`config.mk`:
```
export PLATFORM = sky130hd
export DESIGN_NAME = mcycle_scheduler
export DESIGN_NICKNAME = d
export VERILOG_FILES = /design/src/rtl/mcycle_scheduler.sv
export SDC_FILE = /design/constraint.sdc
export NUM_CORES = 1
export LEC_CHECK = 0
export CELL_PAD_IN_SITES_DETAIL_PLACEMENT = 1
export CELL_PAD_IN_SITES_GLOBAL_PLACEMENT = 2
export CORE_UTILIZATION = 20
export CTS_CLUSTER_DIAMETER = 150
export DETAILED_ROUTE_END_ITERATION = 12
export PLACE_DENSITY = 0.82
export SYNTH_ARGS = -nofsm -noshare
export SYNTH_HDL_FRONTEND = slang
export SYNTH_SLANG_ARGS = --single-unit
```
`constraint.sdc`:
```
create_clock -name CLK -period 1.66 [get_ports CLK]
set_input_delay 0.332 -clock CLK [delete_from_list [all_inputs] [get_ports CLK]]
set_output_delay 0.332 -clock CLK [all_outputs]
set_load 0.005 [all_outputs]
```
`src/rtl/mcycle_scheduler.sv`:
```
// Issue/hazard/writeback scheduler for a single multi-cycle MUL/DIV unit.
// Optional watchdog on the RUN phase is enabled with `define MCS_TIMEOUT_EN.
module mcycle_scheduler #(
  parameter int unsigned WIDTH          = 32,
  parameter int unsigned TIMEOUT_CYCLES = 64
) (
  input  logic             CLK,
  input  logic             Reset,
  input  logic             issue_valid,
  input  logic             issue_op,
  input  logic [3:0]       issue_rd,
  input  logic [3:0]       d_ra1,
  input  logic [3:0]       d_ra2,
  input  logic [3:0]       d_rd,
  input  logic             d_wr,
  input  logic             flush,
  input  logic             mc_busy,
  input  logic [WIDTH-1:0] mc_result,
  input  logic             wb_free,
  output logic             mc_start,
  output logic             mc_op,
  output logic             stall_fd,
  output logic             inj_we,
  output logic [3:0]       inj_rd,
  output logic [WIDTH-1:0] inj_data,
  output logic             pend_valid,
  output logic [3:0]       pend_rd,
  output logic             timeout_err
);

  typedef enum logic [1:0] {StIdle, StRun, StHold} state_e;

  state_e           state_q, state_d;
  logic             first_q, first_d;
  logic [3:0]       pend_rd_q, pend_rd_d;
  logic [WIDTH-1:0] hold_q, hold_d;
  logic             res_valid;
  logic             timeout_fire;
  logic             hazard;

  // The unit's busy flag is not yet meaningful in the cycle right after start.
  assign res_valid = (state_q == StRun) && !first_q && !mc_busy;

  assign pend_valid = (state_q != StIdle);
  assign pend_rd    = pend_valid ? pend_rd_q : 4'd0;
  assign hazard     = (d_ra1 == pend_rd_q) || (d_ra2 == pend_rd_q) ||
                      (d_wr && (d_rd == pend_rd_q));
  assign stall_fd   = pend_valid && (issue_valid || hazard);

  always_comb begin
    state_d   = state_q;
    first_d   = 1'b0;
    pend_rd_d = pend_rd_q;
    hold_d    = hold_q;
    mc_start  = 1'b0;
    mc_op     = 1'b0;
    inj_we    = 1'b0;
    inj_rd    = 4'd0;
    inj_data  = '0;
    case (state_q)
      StIdle: begin
        if (issue_valid && !flush) begin
          mc_start  = 1'b1;
          mc_op     = issue_op;
          pend_rd_d = issue_rd;
          first_d   = 1'b1;
          state_d   = StRun;
        end
      end
      StRun: begin
        if (timeout_fire) begin
          state_d = StIdle;
        end else if (res_valid) begin
          if (wb_free) begin
            inj_we   = 1'b1;
            inj_rd   = pend_rd_q;
            inj_data = mc_result;
            state_d  = StIdle;
          end else begin
            hold_d  = mc_result;
            state_d = StHold;
          end
        end
      end
      StHold: begin
        if (wb_free) begin
          inj_we   = 1'b1;
          inj_rd   = pend_rd_q;
          inj_data = hold_q;
          state_d  = StIdle;
        end
      end
      default: state_d = StIdle;
    endcase
    // A reset cycle must never launch or retire an operation.
    if (!Reset) begin
      mc_start = 1'b0;
      mc_op    = 1'b0;
      inj_we   = 1'b0;
      inj_rd   = 4'd0;
      inj_data = '0;
    end
  end

  always_ff @(posedge CLK) begin
    if (!Reset) begin
      state_q   <= StIdle;
      first_q   <= 1'b0;
      pend_rd_q <= 4'd0;
      hold_q    <= '0;
    end else begin
      state_q   <= state_d;
      first_q   <= first_d;
      pend_rd_q <= pend_rd_d;
      hold_q    <= hold_d;
    end
  end

`ifdef MCS_TIMEOUT_EN
  localparam int unsigned CntW = $clog2(TIMEOUT_CYCLES + 1);

  logic [CntW-1:0] wdog_q, wdog_d;
  logic            timeout_err_q, timeout_err_d;

  // Counter holds (RUN cycles elapsed - 1), so the limit trips on the last allowed cycle.
  assign timeout_fire = (state_q == StRun) && (wdog_q == CntW'(TIMEOUT_CYCLES - 1));
  assign timeout_err  = timeout_err_q;

  always_comb begin
    wdog_d        = wdog_q;
    timeout_err_d = timeout_err_q | timeout_fire;
    if (mc_start) begin
      wdog_d = '0;
    end else if (state_q == StRun) begin
      wdog_d = wdog_q + 1'b1;
    end
  end

  always_ff @(posedge CLK) begin
    if (!Reset) begin
      wdog_q        <= '0;
      timeout_err_q <= 1'b0;
    end else begin
      wdog_q        <= wdog_d;
      timeout_err_q <= timeout_err_d;
    end
  end
`else
  logic unused_timeout_cycles;

  assign unused_timeout_cycles = ^TIMEOUT_CYCLES;
  assign timeout_fire          = 1'b0;
  assign timeout_err           = 1'b0;
`endif

endmodule

```
# Yosys cells after proc, flatten, opt, wreduce, memory -nomap -nowiden
# Cells that the tools add are included.
[op_classes]
mul = 0
order_cmp = 0
n_reduce_logical = 16
n_mux = 25
n_bitwise = 1
shifts = 0
add_sub_neg = 0
eq_ne = 8
div = 0
[ops]
columns = ["cell", "count"]
rows = [
  ["32-bit two-way mux", 4],
  ["32-bit case mux with 2 select lines", 1],
  ["4-bit two-way mux", 4],
  ["4-bit equality test", 3],
  ["1-bit two-way mux", 9],
  ["2-bit two-way mux", 4],
  ["4-bit case mux with 2 select lines", 1],
  ["2-bit != test (second input constant)", 3],
  ["2-bit case mux with 3 select lines", 1],
  ["3-bit AND reduction", 2],
  ["1-bit logical AND", 5],
  ["1-bit logical NOT", 3],
  ["1-bit logical OR", 3],
  ["2-bit by 1-bit equality test with 1-bit output (second input constant)", 1],
  ["2-bit equality test (second input constant)", 1],
  ["2-bit logical NOT", 1],
  ["1-bit case mux with 2 select lines", 1],
  ["2-bit AND reduction", 1],
  ["2-bit nonzero test", 1],
  ["1-bit inverter", 1],
]
[word_totals]
memories = 0
register_bits = 39
latch_bits = 0
out_inout_bits = 46
ram_bits = 0
elab_cells = 54
romBits = 0
in_bits = 56

# Depth between registers and ports, before layout
# Gate-level depths: netlist of run 1.
[depth]
ltp_word = 6
ltp_mapped = 7
ltp_nobuf = 6

# Worst setup path before layout of run 1
# Ideal clock, no wire load.
[synth_timing]
path_type = "register -> output"
start = "register state_q[0]"
end = "output mc_op"
stages_incl_launch_ff = 8
required_ns = 1.328
arrival_time_ns = 1.373
n_path_buf = 1
slack_ns = -0.045
path_cell_list = "dfxtp_1 -> inv_1 -> ha_1 -> inv_2 -> or2_1 -> buf_2 -> nor2_2 -> and2_1"
[synth_via]
elab_chain_cells = 3
[synth_rtl]
columns = ["item", "line_no", "source"]
rows = [
  ["start, declared", "33", "state_e state_q, state_d;"],
  ["start signal, assigned", "107", "state_q <= StIdle;"],
  ["start signal, assigned", "112", "state_q <= state_d;"],
  ["2-bit logical NOT", "60", "case (state_q)"],
  ["1-bit two-way mux", "60", ""],
  ["1-bit two-way mux", "96", "if (!Reset) begin"],
  ["end, declared", "21", "output logic mc_op,"],
]
# No other way between the ends.

# Worst setup path after layout of run 1
[layout_timing]
start = "register state_q[1]"
end = "output inj_rd[1]"
[layout_via]
elab_chain_cells = 6
word_cells_on_any_way = 7
cone_classes = "eq/ne: 2; mux: 3; reduce/logical: 2"
[layout_rtl]
columns = ["item", "line_no", "source"]
rows = [
  ["2-bit by 1-bit equality test with 1-bit output", "42, 60", ""],
  ["1-bit logical AND (2 in a row)", "42", "assign res_valid = (state_q == StRun) && !first_q && !mc_busy;"],
  ["4-bit two-way mux", "73", "end else if (res_valid) begin"],
  ["4-bit case mux with 2 select lines (*)", "60", ""],
  ["4-bit two-way mux (*)", "96", ""],
  ["end, declared", "24", "output logic [3:0] inj_rd,"],
]
# Mark *: on every way between the ends. The rest lies on a longest branch, timed or not.

==> results of run 1 <==
[worst paths after layout]
| kind | startpoint | endpoint | slack (ns) |
|---|---|---|---|
| min | hold_q[18] | hold_q[18] | 0.48 |
| max reg2reg | state_q[0] | pend_rd_q[3] | 0.10 |
| min reg2reg | hold_q[18] | hold_q[18] | 0.48 |
| max | state_q[1] | inj_rd[1] | -0.39 |
[routing by layer]
layer / up-vias / wire length (um) / GRT usage
li1: 1236 / - / -
met1: 1227 / 3710 / 0.177
met2: 52 / 4650 / 0.288
met3: 9 / 282 / 0.0259
met4: 0 / 95 / 0.0342
met5: - / 0 / 0
[through the flow]
step / instances / hold slack [ns] / power, uW / area [um^2]
final: 567 / 0.483 / 2780 / 4200
after global placement: 526 / 0.444 / 1640 / 3520
after floorplan: 288 / 0.437 / 1320 / 2250
after CTS: 563 / 0.484 / 2800 / 4150
after detailed placement: 526 / 0.461 / 1660 / 3520
after global routing: 567 / 0.506 / 2930 / 4200
[final cells by class]
| type | instances | area [um^2] |
|---|---|---|
| Multi-Input combinational cell | 218 | 1570 |
| Antenna cell | 2 | 5.00 |
| Timing Repair Buffer | 156 | 1490 |
| Clock buffer | 5 | 68.8 |
| Clock inverter | 3 | 67.6 |
| Tap cell | 140 | 175 |
| Inverter | 4 | 25.0 |
| Fill cell | 1283 | 6690 |
| Sequential cell | 39 | 798 |
[repair_timing]
item	in CTS	in global routing
endpoints found under the setup margin	45	44
pin swaps	56	20
gates cloned	5	0
setup buffers	25	9
endpoints found under the hold margin	0	0
resized for setup	279	22
[critical path, delay by kind of cell, from the launching register on]
| family | cells | cell delay, ns |
|---|---|---|
| flops | 1 | 0.38 |
| compound gates | 1 | 0.25 |
| fa+ha+maj | 1 | 0.15 |
| simple gates | 2 | 0.38 |
| buf+inv | 3 | 0.27 |
[power by group through the flow]
stage / registers, uW / clock network [uW] / logic, uW
floorplan: 1010 / 0 / 301
global placement: 1030 / 0 / 606
detailed placement: 1030 / 0 / 624
CTS: 1020 / 1000 / 773
global route: 1030 / 1050 / 849
finish: 1020 / 967 / 789
[placed cells by master, fill, tap and decap left out, drive strengths merged]
master and n:
clkinvlp 1, clkbuf 6, inv 4, clkdlybuf4s15 2
nand3b 1, nor3 2, diode 2, nor2b 5
xor2 11, buf 100, a2bb2oi 1, nand3 1
nand2b 1, a21oi 34, conb 1, dlygate4sd2 7
bufinv 2, nor4 2, a211oi 1, a22oi 32
ha 4, and2 6, o21a 1, dlymetal6s2s 4
dfxtp 39, mux2i 5, nor2 40, o21ba 1
and3 1, xnor2 1, or2 1, nand2 65
clkdlybuf4s50 42, nor4b 1
[synth_stat cells]
master / n / area share
a21oi_2: 29 / 0.11
xnor2_1: 1 / 0.0039
nor4_1: 2 / 0.0056
nand2b_1: 1 / 0.0028
and2_1: 6 / 0.017
nand3_1: 1 / 0.0022
a22oi_1: 32 / 0.11
ha_1: 4 / 0.022
a21oi_1: 5 / 0.011
o21ba_2: 1 / 0.0044
xor2_1: 11 / 0.043
nor2_1: 39 / 0.065
and3_1: 1 / 0.0028
dfxtp_1: 39 / 0.35
nor2_2: 1 / 0.0028
buf_6: 3 / 0.015
mux2i_1: 5 / 0.022
nand3b_1: 1 / 0.0033
inv_1: 3 / 0.0050
a2bb2oi_1: 1 / 0.0039
nor3_1: 2 / 0.0044
or2_1: 1 / 0.0028
nand2_1: 65 / 0.11
buf_2: 13 / 0.029
a211oi_2: 1 / 0.0056
nor4b_4: 1 / 0.011
buf_4: 1 / 0.0033
nor2b_1: 5 / 0.014
conb_1: 1 / 0.0017
clkbuf_1: 10 / 0.017
o21a_1: 1 / 0.0033
inv_2: 1 / 0.0017
[cell families after synthesis]
| kind of cell | count (synthesis) | share of synthesized area |
|---|---|---|
| and+or+nand+nor | 126 | 0.241 |
| AOI/OAI and AO/OA | 70 | 0.248 |
| DFF | 39 | 0.347 |
| buffers and inverters | 31 | 0.0706 |
| xor gates and xnor gates | 12 | 0.0467 |
| muxes | 5 | 0.0222 |
| adders and majority gates | 4 | 0.0222 |
| other | 1 | 0.00167 |
[sequential cells by signal, indices dropped and copies added, names as in the netlist]
name,count
state_q,2
pend_rd_q,4
hold_q,32
first_q,1
==> reports/results.txt, run 1 <==
Outcome = finished with violations
Failing checks = setup timing
Vias in the first global route = 2703
Cell Rows = 38
Area Overhead vs Synth = 86.5%
Via count = 2524
First-pass GRT wire length = 13800 um
Worst r2r path cells = 9
Final nets = 484
CTS Buffer Depth = 2
Post-DP HPWL = 5540 um
Crit path largest cell delay = 0.38 ns
Syn_nets = 348
Setup TNS = -12.39 ns
Worst slew margin = 0.596
Post-route DRC = 0
Final Max Tran Viols = 0
Slew @ Worst Pin = 0.606 ns
Max-Cap Viols = 0
Mapped Area = 0.00225 mm^2
First DRT Iteration DRCs = 52
Net Switching = 768 uW
Clock network fraction of total power = 0.348
H-tree Lvls = 2
P_leak = 0.00161 uW
Final min period = 2.05 ns
Inserted Clock Buffers = 5
CP max-delay cell = dfxtp_4
Syn_area_per_cell = 7.81 um^2
Crit path kind = flop to primary output
Fmax achieved = 487 MHz
Core Region = 0.0109 mm^2
CP Data Arrival Time = 1.72 ns
Wire length per cell = 15.4 um
Hold WC Path Type = flop to flop
Cell Chain, Critical Path = inv_6, ha_4, and3_4, o21ba_4, buf_6, and2_4, buf_6
Port Buffers = 100
Max FO, Critical Path = 5
Io pins = 102
Die height = 108 um
Die ar. = 0.0117 mm^2
Element type at the critical path end = primary output
Fin. Hold Viols = 0
Largest net degree at the start of global routing = 39
Initial Util = 0.207
Gr usage total = 0.152
Clk sink count = 39
Critical path startpoint category = flop
Final WS setup = -0.394 ns
Avg Vias per Cell = 4.45
Worst Skew = 0.00678 ns
P per Cell Area = 663 mW/mm^2
Period utilisation layout = 1.24
Seq pwr share = 0.368
Pre-CTS setup slack = -0.808 ns
Cell variety after synth = 32
Synthesized instance count = 288
Pint = 2010 uW
Setup violations, final = 40
Worst hold stages = 2
Skew-Pair Late Insertion Delay = 0.29 ns
CTS tree = built
CP dominant cell by count = buf_6
Die width = 108 um
Final Util = 0.385
Post-cts hold buffer count = 0
Gr ovfl total = 0
Seq/Total Area, Yosys = 0.347
Routability cong. = 0.703
Antenna violations before repair = 1
Clk pin slew, worst setup/hold paths = 0.08 ns
DRT Pass-1 Iters = 4
#FFs+latches synth = 39
Synth warn = 0
Detailed Route WL = 8740 um
Share of cells above drive strength 1 = 0.468
Routed Antenna Nets = 0
Worst endpoint required time = 1.33 ns
Peak VDD IR = 0.296 mV
Root buf cell = clkbuf_8
Switching part of the total = 0.276
Part of the power in combinational logic = 0.284
Unrepaired setup endpoints after global routing = yes
No activity file was read; power rests on OpenSTA's default activity.
==> run 2: changes to the inputs <==
- CORE_UTILIZATION: 20 -> 21
- CTS_BUF_LIST: default -> sky130_fd_sc_hd__clkbuf_2 sky130_fd_sc_hd__clkbuf_4 sky130_fd_sc_hd__clkbuf_8
- PLACE_DENSITY: 0.82 -> 0.85
- SKIP_LAST_GASP: default -> 1
==> run 2 against run 1 <==
The run still ends with setup timing left. Final cell count is 0.53% lower. Sequential share of layout area is 0.085 points higher. Combinational power is 8.0% higher. Sequential power hardly changed. Via count is 0.55% higher. Register-to-register slack worse by 0.02 ns. Global-route usage is 0.80 points higher. Clock skew is 0.0024 ns lower. Die area is 4.7% lower. Maximum frequency is 1.9% higher. Core utilization is 1.7 points higher. Largest cell class unchanged. Highest routed layer unchanged.
==> reports/results.txt, run 2 (synthesized netlist as in run 1, its figures left out) <==
Outcome = finished with violations (unchanged)
Failing checks = setup timing (unchanged)
Vias in the first global route = 2808 (was 2703)
Pre-CTS setup slack = -0.844 ns (was -0.808 ns)
Worst Skew = 0.00442 ns (was 0.00678 ns)
Core Region = 0.0104 mm^2 (was 0.0109 mm^2)
Io pins = 102 (unchanged)
Critical path startpoint category = flop (unchanged)
Max-Cap Viols = 0 (unchanged)
CTS Buffer Depth = 2 (unchanged)
Inserted Clock Buffers = 5 (unchanged)
H-tree Lvls = 2 (unchanged)
Port Buffers = 100 (unchanged)
Post-DP HPWL = 5530 um (was 5540 um)
Fmax achieved = 496 MHz (was 487 MHz)
Gr ovfl total = 0 (unchanged)
Post-route DRC = 0 (unchanged)
Final WS setup = -0.357 ns (was -0.394 ns)
Hold slack = 0.479 ns (was 0.483 ns)
Element type at the critical path end = primary output (unchanged)
Met2 routed WL = 4770 um (was 4650 um)
Final Max Tran Viols = 0 (unchanged)
P_leak = 0.00159 uW (was 0.00161 uW)
Setup TNS = -11.63 ns (was -12.39 ns)
Most common cell after layout, fill and taps aside = nand2_1 (unchanged)
Area Overhead vs Synth = 85.7% (was 86.5%)
Placed instance count = 528 (was 526)
CTS tree = built (unchanged)
Cell Rows = 37 (was 38)
First-pass GRT wire length = 14200 um (was 13800 um)
Fin. Hold Viols = 0 (unchanged)
Antenna violations before repair = 0 (was 1)
Clk pin slew, worst setup/hold paths = 0.07 ns (was 0.08 ns)
Avg Vias per Cell = 4.50 (was 4.45)
P per Cell Area = 602 mW/mm^2 (was 663 mW/mm^2)
Crit path kind = flop to primary output (unchanged)
Unrepaired setup endpoints after global routing = yes (unchanged)
Die width = 106 um (was 108 um)
Share of cells above drive strength 1 = 0.493 (was 0.468)
Routability cong. = 0.731 (was 0.703)
Post-cts hold buffer count = 0 (unchanged)
Detailed Route WL = 9000 um (was 8740 um)
Routed metal-1 wire length = 3800 um (was 3710 um)
Hold WC Path Type = flop to flop (unchanged)
Final min period = 2.02 ns (was 2.05 ns)
Leading registers by flop count = hold_q: 32 flops, pend_rd_q: 4 flops, state_q: 2 flops (unchanged)
Final nets = 487 (was 484)
Wire length per cell = 16.0 um (was 15.4 um)
Setup violations, final = 40 (unchanged)
Routed Antenna Nets = 0 (unchanged)
Clk sink count = 39 (unchanged)
Commonest non-fill, non-tap cells in the layout = nand2_1, clkdlybuf4s50_1, buf_2, dfxtp_1, a22oi_2 (was nand2_1, clkdlybuf4s50_1, nor2_1, buf_2, dfxtp_1)
Period utilisation layout = 1.21 (was 1.24)
Peak VDD IR = 0.255 mV (was 0.296 mV)
Die ar. = 0.0111 mm^2 (was 0.0117 mm^2)
Via count = 2538 (was 2524)
Root buf cell = clkbuf_8 (unchanged)
Gr usage total = 0.161 (was 0.152)
WL met3 = 322 um (was 282 um)
# diodes = 0 (was 2)
Die height = 106 um (was 108 um)
Largest register FFs = 32 (unchanged)
CP Data Arrival Time = 1.68 ns (was 1.72 ns)
Largest net degree at the start of global routing = 39 (unchanged)
Worst endpoint required time = 1.33 ns (about the same)
Max FO, Critical Path = 6 (was 5)
Fin cells = 564 (was 567)
Reg with most FFs = hold_q (unchanged)
DRT Pass-1 Iters = 4 (unchanged)
Skew-Pair Late Insertion Delay = 0.28 ns (was 0.29 ns)
Final Util = 0.403 (was 0.385)
First DRT Iteration DRCs = 53 (was 52)
Initial Util = 0.217 (was 0.207)
Max Used Layer = met4 (unchanged)
## run 2: area by class of cell
type                       count  area, um^2
timing repair buffer         159        1490
multi-input combinational    218        1610
inverter                       4        17.5
fill                        1228        6190
clock buffer                   7        83.8
sequential                    39         798
clock inverter                 1        5.00
tap                          136         170
## run 2: worst max-delay path: stages (launching register included)
cell,delay [ns]
dfxtp_2,0.35
inv_2,0.06
buf_6,0.12
ha_4,0.28
nand2_8,0.08
o21ba_4,0.28
and2_4,0.15
buf_6,0.09
## run 2: repair_timing
item,4_1_cts,5_1_grt
pin swaps,65,36
gates resized for setup,281,31
gates cloned,6,0
endpoints found under the setup margin,45,46
buffers inserted,20,8
## run 2: path summary, 6_finish.rpt
kind | cells past startpoint | slack [ns] | end | start
hold / removal | 2 | 0.48 | hold_q[26] | hold_q[26]
setup / recovery | 7 | -0.36 | inj_rd[2] | state_q[1]
hold reg to reg | 2 | 0.48 | hold_q[26] | hold_q[26]
setup reg to reg | 8 | 0.08 | state_q[0] | state_q[1]
## run 2: power by group
part	internal, uW	switching (uW)	leakage, uW
combinational	470	382	0.00122
sequential	979	43.8	0.000320
clock	328	313	0.0000491
total	1780	739	0.00159
## run 2: through the flow
step | total power (uW) | instance area [um^2]
final | 2520 | 4180
after global placement | 1650 | 3560
after detailed placement | 1670 | 3560
after floorplan | 1320 | 2250
after CTS | 2540 | 4140
after global routing | 2670 | 4180
## run 2: layer usage
layer | vias up | track usage
met5 | - | 0
met4 | 0 | 0.0377
met3 | 10 | 0.0278
met2 | 62 | 0.301
met1 | 1231 | 0.188
li1 | 1235 | -
